File: src/rtl/cpu_pkg.sv
`default_nettype none
// +----------------------------------------------------------------------+
// | cpu_pkg                                                              |
// | Shared constants and FSM encoding for the divider unit.              |
// | Rev 1.0                                                              |
// +----------------------------------------------------------------------+
package cpu_pkg;

    localparam int unsigned c_default_width = 16;
    localparam int unsigned c_cnt_w         = 5;

    typedef enum logic [1:0] {
        ST_IDLE = 2'd0,
        ST_CALC = 2'd1,
        ST_DONE = 2'd2
    } div_state_t;

endpackage

`default_nettype wire

File: src/rtl/div_step.sv
`default_nettype none
// +----------------------------------------------------------------------+
// | div_step                                                             |
// | One combinational restoring-division step (shift, trial subtract).   |
// | Rev 1.0                                                              |
// +----------------------------------------------------------------------+
module div_step #(
    parameter int unsigned WIDTH = 16
) (
    input  logic [WIDTH-1:0] rem,
    input  logic [WIDTH-1:0] dvd,
    input  logic [WIDTH-1:0] divisor,
    output logic [WIDTH-1:0] rem_next,
    output logic [WIDTH-1:0] dvd_next
);

    logic [WIDTH:0] w_rem_sh;
    logic [WIDTH:0] w_diff;
    logic           w_neg;

    // rem < divisor holds, so the WIDTH+1-bit difference MSB is a clean sign bit
    assign w_rem_sh = {rem, dvd[WIDTH-1]};
    assign w_diff   = w_rem_sh - {1'b0, divisor};
    assign w_neg    = w_diff[WIDTH];

    assign rem_next = w_neg ? w_rem_sh[WIDTH-1:0] : w_diff[WIDTH-1:0];
    assign dvd_next = {dvd[WIDTH-2:0], ~w_neg};

endmodule

`default_nettype wire

File: src/rtl/divider_unit.sv
`default_nettype none
// +----------------------------------------------------------------------+
// | divider_unit                                                         |
// | Sequential unsigned restoring divider, one quotient bit per cycle.   |
// | Rev 1.0                                                              |
// +----------------------------------------------------------------------+
module divider_unit
    import cpu_pkg::*;
#(
    parameter int unsigned WIDTH = c_default_width
) (
    input  logic             clk,
    input  logic             rst_n,
    input  logic             start,
    input  logic [WIDTH-1:0] a,
    input  logic [WIDTH-1:0] b,
    output logic             busy,
    output logic             done,
    output logic [WIDTH-1:0] q,
    output logic [WIDTH-1:0] r,
    output logic             div_zero
);

    localparam logic [c_cnt_w-1:0] c_cnt_load = c_cnt_w'(WIDTH);
    localparam logic [c_cnt_w-1:0] c_cnt_one  = c_cnt_w'(1);

    div_state_t         r_state;
    logic [c_cnt_w-1:0] r_cnt;
    logic [WIDTH-1:0]   r_rem;
    logic [WIDTH-1:0]   r_dvd;
    logic [WIDTH-1:0]   r_div;
    logic [WIDTH-1:0]   w_rem_next;
    logic [WIDTH-1:0]   w_dvd_next;

    div_step #(
        .WIDTH (WIDTH)
    ) u_div_step (
        .rem      (r_rem),
        .dvd      (r_dvd),
        .divisor  (r_div),
        .rem_next (w_rem_next),
        .dvd_next (w_dvd_next)
    );

    always_ff @(posedge clk or negedge rst_n) begin
        if (!rst_n) begin
            r_state  <= ST_IDLE;
            r_cnt    <= '0;
            r_rem    <= '0;
            r_dvd    <= '0;
            r_div    <= '0;
            busy     <= 1'b0;
            done     <= 1'b0;
            q        <= '0;
            r        <= '0;
            div_zero <= 1'b0;
        end else begin
            case (r_state)
                ST_IDLE: begin
                    if (start) begin
                        r_dvd <= a;
                        r_div <= b;
                        r_rem <= '0;
                        r_cnt <= c_cnt_load;
                        busy  <= 1'b1;
                        // Division by zero short-circuits straight to a result
                        if (b == '0) begin
                            r_state  <= ST_DONE;
                            done     <= 1'b1;
                            q        <= '1;
                            r        <= a;
                            div_zero <= 1'b1;
                        end else begin
                            r_state  <= ST_CALC;
                            div_zero <= 1'b0;
                        end
                    end
                end
                ST_CALC: begin
                    r_rem <= w_rem_next;
                    r_dvd <= w_dvd_next;
                    r_cnt <= r_cnt - c_cnt_one;
                    if (r_cnt == c_cnt_one) begin
                        r_state <= ST_DONE;
                        done    <= 1'b1;
                        q       <= w_dvd_next;
                        r       <= w_rem_next;
                    end
                end
                ST_DONE: begin
                    r_state <= ST_IDLE;
                    done    <= 1'b0;
                    busy    <= 1'b0;
                end
                default: begin
                    r_state <= ST_IDLE;
                    done    <= 1'b0;
                    busy    <= 1'b0;
                end
            endcase
        end
    end

endmodule

`default_nettype wire

File: config.mk
export PLATFORM = sky130hd
export DESIGN_NAME = divider_unit
export DESIGN_NICKNAME = d
export VERILOG_FILES = /design/src/rtl/cpu_pkg.sv /design/src/rtl/div_step.sv /design/src/rtl/divider_unit.sv
export SDC_FILE = /design/constraint.sdc
export NUM_CORES = 1
export LEC_CHECK = 0
export CORE_MARGIN = 3
export CORE_UTILIZATION = 50
export DETAILED_ROUTE_END_ITERATION = 6
export PLACE_DENSITY = 0.77
export SLEW_MARGIN = 20
export SYNTH_ARGS = -nofsm -noshare
export SYNTH_HDL_FRONTEND = slang
export SYNTH_HIERARCHICAL = 1
export SYNTH_SLANG_ARGS = --single-unit
File: constraint.sdc
create_clock -name clk -period 5.3 [get_ports clk]
set_clock_uncertainty 0.05 [all_clocks]
set_input_delay 1.06 -clock clk [delete_from_list [all_inputs] [get_ports clk]]
set_output_delay 1.06 -clock clk [all_outputs]
set_load 0.01 [all_outputs]
==> impl_metrics.ini <==
[sta]
report.final.slew_viol_count = 0
final_hold_viol_count = 0
max_freq_ghz = 0.287
final_period_minus_worst_setup_slack_ns = 3.48
rsz0062_at_grt = false
worst_slack_ns = 1.82
slew-limit-headroom_pct = 48.1
timing_worst_slew_pin_value_ns = 0.779
finalSetupViolCount = 0
post-route-period-util_pct = 65.7
fin_setup_tns_ns = 0

[power_and_ir_drop]
p_per_area_mw_per_mm2 = 727
cellLeakagePower_nw = 2.52
vdd_ir_drop_max_mv = 0.402

[grt]
grt_antenna_before_repair = 0
grt_start_max_net_pins = 61
globalRouteOverflowTotal = 0
gr-usage-all-layers_pct = 20.7
wire_length_of_the_first_global_routing_pass_um = 18600
number_of_global_route_vias_before_repair = 3868

[floorplanning]
core_area_sq_mm = 0.00937
fp.dieW_um = 105
die_footprint_sq_mm = 0.0110
floorplan.initialDensity_pct = 52.0
rows = 35
die_height_um = 105
io_pins = 70

[route]
routedWlPerCell_um = 16.2
drtIter0Drc = 178
viasPerCell = 5.57
number_of_vias_after_detailed_routing = 3742
drt_wl_total_um = 10900
first_pass_iters = 4
drc_errors = 0
drtAntennaViolNets = 0

[synthesis]
ys_async_sr_fraction_pct = 100
synth.area.top_cells = dfrtp_1 46%, nand2_1 5.9%, o21ai_0 5.0%
synth_nets = 545
ys_warn_count = 6
syn_inst = 491
post_synth.cell_area_avg_sq_um = 9.93
synth-seq-cells = 90
synthMostInstantiatedCell = dfrtp_1
dominantRegCellSynth = dfrtp_1
synth-edff-count = 0
synth.largest_area_cell = dfrtp_1
post_synth_instance_area_sq_mm = 0.00488
yosysTopAreaCellShare_pct = 46.2
seq_area_frac_synth_pct = 46.2
synth_unique_cells = 55
post_synth_most_frequent_cells = 90 x dfrtp_1, 77 x nand2_1, 49 x o21ai_0, 41 x a21oi_1, 22 x inv_1

[worst_setup_path]
worstSetupStartpointType = flop
cp_data_required_time_ns = 5.47
ff2ff_setup_slack_ns = 1.82
timing.setup.critical_path_class = reg2reg
worstSetupEndpointType = flop
worst-path-max-fanout = 18
critical_path_arrival_ns = 3.65

[placed_design]
worst_setup_slack_before_clock_tree_synthesis_ns = 1.86
portBuffers = 69
dp.final_hpwl_um = 7740
place_area_sq_mm = 0.00553
gp_routability_congestion = 0.946

[clocking]
postCtsSetupBuffers = 0
clock_sinks = 90
clock_tree.root_cell = clkbuf_8
cts.reportedPaths.clkPinSlew_ns = 0.10
worst_skew_pair.late_latency_ns = 0.36
cts-htree-levels = 3
max-clock-path-buffers = 2
cts_made_buffers = 9
cts-resized-gates = 0
ctsHoldBuffers = 0
cts_tree = yes

[final_layout]
drive_above_1_share_pct = 9.39
antennaDiodeCount = 0
layout.core_utilization_pct = 61.7
area.growth.synth_to_final_pct = 18.5
num-nets-final = 592
n_fill_cell = 808
finish.instance_area_sq_mm = 0.00578

[run]
max-cap-violations = 0

[outcome]
outcome = completed

[hold_path]
hold_class = reg2reg
flip-flops by register name, summed over array words and instances (netlist names):
signal,count
q,16
r,16
r_div,16
r_dvd,16
r_rem,16
r_cnt,5
r_state,2
busy,1
div_zero,1
done,1
power breakdown:
part / leakage [nW] / switching, mW / total, mW / internal [mW]
sequential: 1.08 / 0.222 / 1.22 / 0.995
combinational: 1.31 / 1.26 / 2.41 / 1.15
clock: 0.125 / 0.253 / 0.570 / 0.317
total: 2.52 / 1.74 / 4.20 / 2.46
cell families after synthesis:
logic type | share of synthesized area [%]
flip-flops | 46.2
buffers and inverters | 6.93
XOR/XNOR | 3.03
adder cells (fa/ha/maj) | 5.03
AND/OR/NAND/NOR | 13.8
multiplexers | 4.18
AO/OA/AOI/OAI | 20.8
per-stage QoR:
step | total power [mW] | hold WS [ns] | std cells
floorplan | 3.02 | 0.396 | 491
global placement | 3.52 | 0.415 | 656
detailed placement | 3.62 | 0.413 | 656
CTS | 4.21 | 0.432 | 672
finish | 4.20 | 0.428 | 672
global route | 4.52 | 0.457 | 672
per-layer routing:
metal	track usage, %	wire length [um]	up-vias
li1	-	-	1800
met4	5.44	154	0
met3	4.94	481	15
met1	25.9	4740	1824
met5	0	0	-
met2	36.1	5530	103
final timing paths:
check | startpoint | endpoint | cells past startpoint
min | r_div[10] | r_div[10] | 2
max | r_rem[1] | r[2] | 10
max reg2reg | r_rem[1] | r[2] | 10
max in group asynchronous | rst_n | r[6] | 2
min reg2reg | r_div[10] | r_div[10] | 2
min in group asynchronous | rst_n | r_div[11] | 1
layout by cell type (no fill, tap or decap), types with 9 or more instances in the layout:
cell type | synthesis | layout
inv_1 | 22 | 22
ha_1 | 18 | 18
a21oi_1 | 41 | 41
o21ai_1 | 10 | 10
dfrtp_1 | 90 | 90
nand2_1 | 77 | 77
and2_1 | 18 | 18
o22a_1 | 16 | 16
nor2_1 | 12 | 12
clkbuf_8 | 0 | 9
a22o_1 | 16 | 16
o21ai_0 | 49 | 49
clkdlybuf4s50_1 | 0 | 68
cell type report:
type / instances / area (sq um) / area share [%]
clock inverters: 7 / 121 / 2.10
clock buffers: 9 / 124 / 2.14
flip-flops and latches: 90 / 2250 / 39.0
multi-input cells: 341 / 2300 / 39.9
inverters: 23 / 98.8 / 1.71
well taps: 129 / 161 / 2.79
repair buffers: 73 / 718 / 12.4
worst max-delay path, cell delays in order (launching register included):
cell and delay, ns:
dfrtp_1 0.41, ha_1 0.36, nor2b_1 0.16, o31a_1 0.26, o41a_1 0.43, and4_4 0.22
a311oi_2 0.42, xnor2_4 0.35, mux2_2 0.43, a21oi_1 0.14, o21ai_0 0.10
(Power assumes the default switching activity.)
